## src/rtl/audio_pkg.sv

```systemverilog
// Shared defaults and FSM state encoding for the I2S DAC transmitter.
package audio_pkg;
  localparam int unsigned DATA_W_DEF = 24;
  localparam int unsigned SLOT_W_DEF = 32;

  typedef enum logic [1:0] {IDLE, LEFT, RIGHT} state_e;
endpackage

```

## src/rtl/edge_sync.sv

```systemverilog
// Two-flop synchroniser followed by a delay flop for rise/fall detection.
module edge_sync (
  input  logic CLOCK_50,
  input  logic reset,
  input  logic async_in,
  output logic rise,
  output logic fall
);
  logic s1_q, s2_q, s3_q;

  always_ff @(posedge CLOCK_50) begin
    if (reset) begin
      s1_q <= 1'b0;
      s2_q <= 1'b0;
      s3_q <= 1'b0;
    end else begin
      s1_q <= async_in;
      s2_q <= s1_q;
      s3_q <= s2_q;
    end
  end

  assign rise = s2_q & ~s3_q;
  assign fall = ~s2_q & s3_q;
endmodule

```

## src/rtl/audio_dac_tx.sv

```systemverilog
// I2S transmitter slaved to codec BCLK/LRCK, with a one-entry stereo holding register.
module audio_dac_tx
  import audio_pkg::*;
#(
  parameter int unsigned DATA_W = DATA_W_DEF,
  parameter int unsigned SLOT_W = SLOT_W_DEF
) (
  input  logic              CLOCK_50,
  input  logic              reset,
  input  logic              AUD_BCLK,
  input  logic              AUD_DACLRCK,
  input  logic [DATA_W-1:0] in_left,
  input  logic [DATA_W-1:0] in_right,
  input  logic              in_valid,
  output logic              in_ready,
  output logic              AUD_DACDAT,
  output logic              underrun
);
  localparam int unsigned CNT_W = $clog2(SLOT_W + 1);
  localparam logic [CNT_W-1:0] DATA_CNT = CNT_W'(DATA_W);
  localparam logic [CNT_W-1:0] SLOT_CNT = CNT_W'(SLOT_W);
  localparam logic [CNT_W-1:0] CNT_ONE  = CNT_W'(1);

  logic bclk_fall, bclk_rise_unused, lrck_rise, lrck_fall;

  edge_sync u_bclk_sync (
    .CLOCK_50 (CLOCK_50),
    .reset    (reset),
    .async_in (AUD_BCLK),
    .rise     (bclk_rise_unused),
    .fall     (bclk_fall)
  );

  edge_sync u_lrck_sync (
    .CLOCK_50 (CLOCK_50),
    .reset    (reset),
    .async_in (AUD_DACLRCK),
    .rise     (lrck_rise),
    .fall     (lrck_fall)
  );

  state_e            state_q;
  logic              hold_full_q;
  logic [DATA_W-1:0] hold_l_q, hold_r_q;
  logic [DATA_W-1:0] act_l_q, act_r_q;
  logic [DATA_W-1:0] shift_q;
  logic [CNT_W-1:0]  cnt_q;
  logic              ld_q, ld_right_q;
  logic              dac_q, under_q;

  always_ff @(posedge CLOCK_50) begin
    if (reset) begin
      state_q     <= IDLE;
      hold_full_q <= 1'b0;
      hold_l_q    <= '0;
      hold_r_q    <= '0;
      act_l_q     <= '0;
      act_r_q     <= '0;
      shift_q     <= '0;
      cnt_q       <= '0;
      ld_q        <= 1'b0;
      ld_right_q  <= 1'b0;
      dac_q       <= 1'b0;
      under_q     <= 1'b0;
    end else begin
      under_q <= 1'b0;
      ld_q    <= 1'b0;
      // Shift register loads from the active pair one cycle after the LRCK edge;
      // BCLK is slow enough that no shift can fall in that gap.
      if (ld_q) begin
        shift_q <= ld_right_q ? act_r_q : act_l_q;
      end
      if (in_valid && !hold_full_q) begin
        hold_l_q    <= in_left;
        hold_r_q    <= in_right;
        hold_full_q <= 1'b1;
      end
      if (lrck_fall) begin
        state_q    <= LEFT;
        cnt_q      <= '0;
        ld_q       <= 1'b1;
        ld_right_q <= 1'b0;
        if (hold_full_q) begin
          act_l_q     <= hold_l_q;
          act_r_q     <= hold_r_q;
          hold_full_q <= 1'b0;
        end else begin
          act_l_q <= '0;
          act_r_q <= '0;
          under_q <= 1'b1;
        end
      end else if (lrck_rise) begin
        cnt_q <= '0;
        if (state_q == LEFT) begin
          state_q    <= RIGHT;
          ld_q       <= 1'b1;
          ld_right_q <= 1'b1;
        end
      end else if (bclk_fall && state_q != IDLE) begin
        if (cnt_q < DATA_CNT) begin
          dac_q   <= shift_q[DATA_W-1];
          shift_q <= {shift_q[DATA_W-2:0], 1'b0};
        end else begin
          dac_q <= 1'b0;
        end
        if (cnt_q != SLOT_CNT) begin
          cnt_q <= cnt_q + CNT_ONE;
        end
      end
    end
  end

  assign in_ready   = ~hold_full_q;
  assign AUD_DACDAT = dac_q;
  assign underrun   = under_q;
endmodule

```

## config.mk

```make
export PLATFORM = sky130hd
export DESIGN_NAME = audio_dac_tx
export DESIGN_NICKNAME = d
export VERILOG_FILES = /design/src/rtl/audio_pkg.sv /design/src/rtl/edge_sync.sv /design/src/rtl/audio_dac_tx.sv
export SDC_FILE = /design/constraint.sdc
export NUM_CORES = 1
export LEC_CHECK = 0
export CORE_MARGIN = 2
export CORE_UTILIZATION = 45
export DETAILED_ROUTE_END_ITERATION = 8
export MAX_ROUTING_LAYER = met4
export PLACE_DENSITY = 0.66
export SLEW_MARGIN = 20
export SYNTH_ARGS = -nofsm -noshare
export SYNTH_HDL_FRONTEND = slang
export SYNTH_SLANG_ARGS = --single-unit
```

## constraint.sdc

```tcl
create_clock -name CLOCK_50 -period 2.2 [get_ports CLOCK_50]
set_input_delay 0.22 -clock CLOCK_50 [delete_from_list [all_inputs] [get_ports CLOCK_50]]
set_output_delay 0.22 -clock CLOCK_50 [all_outputs]
set_load 0.005 [all_outputs]
```

Word-level counts from Yosys, hierarchy flattened
Index checks and enable logic that the tools add are counted.

Bits in registers: 138. Bits of input ports: 53. Output and inout bits: 3. Word-level logic and storage cells: 63.

Add/sub/neg operators: 1. $lt $le $gt $ge: 1. Equality and inequality tests: 2. Multiplexer cells: 19. Bitwise operators: 9. Reductions and logical operators: 13.

Operators by type and width (number): $mux 24 (8); $mux 1 (11); $add 6x1->6 const B (1); $lt 6x5->1 const B (1); $ne 6x6->1 const B (1); $not 1->1 (6); $reduce_and 2->1 (3); $reduce_bool 2->1 (3); $reduce_or 2->1 (2); $and 1x1->1 (3); $reduce_and 3->1 (1); $reduce_or 3->1 (1); $eq 2x1->1 const B (1); $logic_and 1x1->1 (2); $logic_not 1->1 (1).

Longest topological paths before layout
Word-level depth: 6. Depth in mapped cells: 9. Depth with buffers taken out: 6.

Modules after synthesis
Synthesis repeated with hierarchy kept, for this count alone.

Cell total of the unflattened synthesis: 556. Area, all modules: 5311.3 µm².

Modules (own cells, without submodules): audio_dac_tx (times used 1, cells an instance 540, area an instance 5128.7 µm², seq. area each 2642.5 µm²); edge_sync (times used 2, cells an instance 8, area an instance 91.3 µm², seq. area each 60.1 µm²).

Worst setup path after synthesis
OpenSTA, ideal clock, no wires.

Path type: register to register. Start: reg u_lrck_sync.s3_q. End: reg shift_q[5]. Library setup time: 0.143 ns. Arrival time: 1.694 ns. Required time: 2.057 ns. Setup slack: 0.362 ns. Stages on the path, launching flop included: 9. Path buffers: 2. Period minus slack after synthesis: 1.838 ns. Cells stage by stage: dfxtp_1 inv_1 ha_1 a2111oi_4 or3b_1 buf_6 buf_6 o211ai_2 a21oi_2.

Cells in the longest elaborated chain, start to end: 4. Elaborated cells on any way between the ends: 5. Those cells by class: mux: 2; bitwise: 3.

Ends and longest elaborated chain: start: declaration (line edge_sync.sv:9) `logic s1_q, s2_q, s3_q;`; start signal: assignment (line edge_sync.sv:19) `s3_q <= s2_q;`; $not 1->1 (line edge_sync.sv:23) `assign rise = s2_q & ~s3_q;`; $and 1x1->1 (line edge_sync.sv:23); $mux 24 (line audio_dac_tx.sv:92) `end else if (lrck_rise) begin`; $mux 24 (*) (line audio_dac_tx.sv:78) `if (lrck_fall) begin`; end signal: assignment (line audio_dac_tx.sv:71) `shift_q <= ld_right_q ? act_r_q : act_l_q;`; end signal: assignment (line audio_dac_tx.sv:102) `shift_q <= {shift_q[DATA_W-2:0], 1'b0};`; end: declaration (line audio_dac_tx.sv:46) `logic [DATA_W-1:0] shift_q;`.

Every way passes the cells marked *; elsewhere a longest branch is shown, timed or not. A chain may end at the register's enable or synchronous reset.

Worst setup path after layout
Start: reg u_lrck_sync.s3_q. End: reg shift_q[23].

The elaborated chain is that of the path after synthesis.

==> out/metrics.cfg <==
[finish]
area_growth_pct=23.8
num_antenna_cells=0
multi_input_area_um2=2330
drive_above_1_share=0.150
fin_nets=658
final-seq-area_um2=2760
n_fill_cell=992

[die]
io-pin-count=56
die_w_um=113
dieArea_um2=12700
chipHeight_um=113
initial_core_util=0.463
core_um2=11500
rows=39

[job]
max-cap-violations=0

[setup_path]
crit_path_max_incr_delay_ns=0.42
reg2reg_slack_ns=0.23
cp.arrival_ns=2.24
path_max_fanout=23
cp-end-kind=flop
r2r_end=shift_q[23]
worstSetupPathType=reg -> reg
critical-path-slowest-cell=or3b_1
worstPathRequired_ns=2.47
start_kind=flop
path_cells=inv_1 > ha_1 > a2111oi_4 > or3b_1 > buf_12 > o211ai_1 > a21oi_1
rr_startpoint=u_lrck_sync.s3_q
reg2reg_depth=7

[drt]
ant_nets=0
detail_route.wl_per_cell_um=14.4
drc=0
drtIter0Drc=221
vias_per_cell=5.23
route.vias.total=3957
firstDrtPassIters=4
routed_wl_um=10900

[timing]
finalClockSkew_ns=0.00460
finalHoldViolCount=0
setup_slack_ns=0.231
worstMarginPinSlew_ns=0.651
timing.setup.tns_ns=0
slew_viol_final=0
relSlewSlack=0.566
rsz0062_at_grt=false
period_share=0.895
setup_viol=0
fin_crit_ns=1.97
fmax_mhz=508

[clock_network]
clkLatencyLatePin_ns=0.42
cts_tree=built
path_clk_slew_ns=0.05
cts_max_path_buffers=2
h-tree-depth=4
clock-sinks=138
root_buffer=clkbuf_16
cts_inserted_buffers=17
cts.hold.buffers_added=0
ctsResizeCount=0
post_cts_buffers=0

[placed_design]
gp_congestion=0.755
portBuffers=55
dp_slack_ns=0.161
post-dp-hpwl_um=7080

[logic_synthesis]
synth.yosys.seq_area_share=0.520
yosys.area.top_type=dfxtp_1
syn_inst=559
synth_cell_type_count=36
synth.avg_cell_area_um2=9.50
yosysTopAreaCellShare=0.520
syn-cell-area_um2=5310
synth.area.top_cells=dfxtp_1 52%, nand2_1 10%, a22o_1 7.9%
synth_nets=616
yosysWarnings=0
ys_ff_latch=138

[global_routing]
antenna_found_initial=0
grt_pass1_wl_um=18600
grt_max_degree=51
grt_pass1_vias=4012
grtUsageTotal=0.187
gr-total-overflow=0

[hold_path]
hold_class=in -> reg
min_to=u_lrck_sync.s3_q
hold_depth=2
min_from=reset

[power]
power_mw=5.64
power_leakage_nw=2.27
power-per-cell-area_nw_per_um2=858
ir_drop_v=0.000618

[run_status]
status=finished clean

==> layout make-up <==
cell class	count	area share
well taps	143	0.0272
repair buffers	68	0.107
flip-flops and latches	138	0.420
clock buffers	22	0.0721
multi-input cells	369	0.355
inverters	7	0.00400
clock inverters	10	0.0141
==> state kept, by name, summed over array words and instances (netlist names) <==
register	flops
u_bclk_sync.s2_q	1
u_bclk_sync.s1_q	1
u_bclk_sync.s3_q	1
cnt_q	6
ld_right_q	1
u_lrck_sync.s3_q	1
shift_q	24
act_r_q	24
hold_r_q	24
u_lrck_sync.s2_q	1
ld_q	1
state_q	1
hold_l_q	24
underrun	1
AUD_DACDAT	1
act_l_q	24
u_lrck_sync.s1_q	1
hold_full_q	1
==> how the worst max path moves through the flow <==
stage                           from     endpoint  slack, ns  depth (start not counted)
finish              u_lrck_sync.s3_q  shift_q[23]       0.23                          7
global route        u_lrck_sync.s3_q   shift_q[1]        0.1                          7
CTS                 u_lrck_sync.s2_q  act_l_q[18]       0.14                          5
detailed placement  u_lrck_sync.s2_q  act_l_q[18]       0.16                          5
global placement    u_lrck_sync.s2_q   act_r_q[8]       0.27                          5
floorplan           u_lrck_sync.s3_q   shift_q[5]       0.36                          8
==> routing by layer <==
metal  share of wire  GRT usage
met1            0.49      0.225
met5               0          -
met3           0.030     0.0562
met4           0.014     0.0642
met2            0.47      0.298
==> power breakdown <==
| group | switching, mW | total, mW | internal (mW) |
|---|---|---|---|
| clock network | 1.05 | 2.69 | 1.64 |
| logic | 0.168 | 0.335 | 0.167 |
| registers | 0.0427 | 2.62 | 2.57 |
==> synthesized netlist by cell type <==
library cell and n:
a21bo_2 1, a31oi_1 1, mux2i_1 24, buf_2 12, xnor2_1 3, o211ai_1 3
nand4_1 3, dfxtp_1 138, o21ai_0 1, or3b_1 1, nor3b_2 1, o31ai_1 1
or3_1 1, or2b_4 1, nor4_1 2, a21oi_1 57, nor2b_1 6, a2111oi_0 1
buf_6 3, a21oi_2 20, a2111oi_4 1, nor4b_1 1, a211o_1 2, nor3b_1 2
inv_1 7, ha_1 4, buf_1 6, nand2_1 148, o211ai_2 20, clkbuf_1 24
nand3_1 1, nand2b_1 2, a22o_1 48, nand4b_1 1, nor3_1 3, nor2_1 9
==> stage by stage <==
stage	hold WS (ns)	instance area (um^2)	util	instances
after floorplan	0.348	5310	-	559
after global placement	0.421	5980	0.521	724
after detailed placement	0.428	5980	0.521	724
after CTS	0.205	6550	0.571	756
after global routing	0.225	6570	0.573	757
final	0.213	6570	0.573	757
==> kinds of logic after synthesis <==
| logic type | Yosys count | synth area share |
|---|---|---|
| fa+ha+maj | 4 | 0.00943 |
| simple gates | 182 | 0.143 |
| buf+inv | 52 | 0.0438 |
| compound gates | 156 | 0.233 |
| xor+xnor | 3 | 0.00495 |
| flops | 138 | 0.520 |
| mux | 24 | 0.0452 |
==> cells in the final DEF (no fill, tap or decap), drive strengths merged <==
cell type and count:
or3b 1, clkbuf 22, xnor2 3, ha 4, nor4 2, nand3 1
nor2 9, nand2 148, a31oi 1, a21oi 77, nor3 3, bufinv 1
dfxtp 138, inv 8, buf 14, a21bo 1, or3 1, nor4b 1
o21ai 1, clkinvlp 4, nor3b 3, clkinv 4, a22o 48, mux2i 24
or2b 1, nand2b 2, clkdlybuf4s50 54, nand4b 1, o211ai 23, a211o 2
nor2b 6, nand4 3, a2111oi 2, o31ai 1
==> worst max-delay path: cells and delay by family, from the launching register on <==
family          cells  cell delay (ns)
compound gates      3             0.54
fa+ha+maj           1             0.28
buf+inv             2             0.24
flops               1             0.34
simple gates        1             0.42
Power figures use the tool's default switching activity.
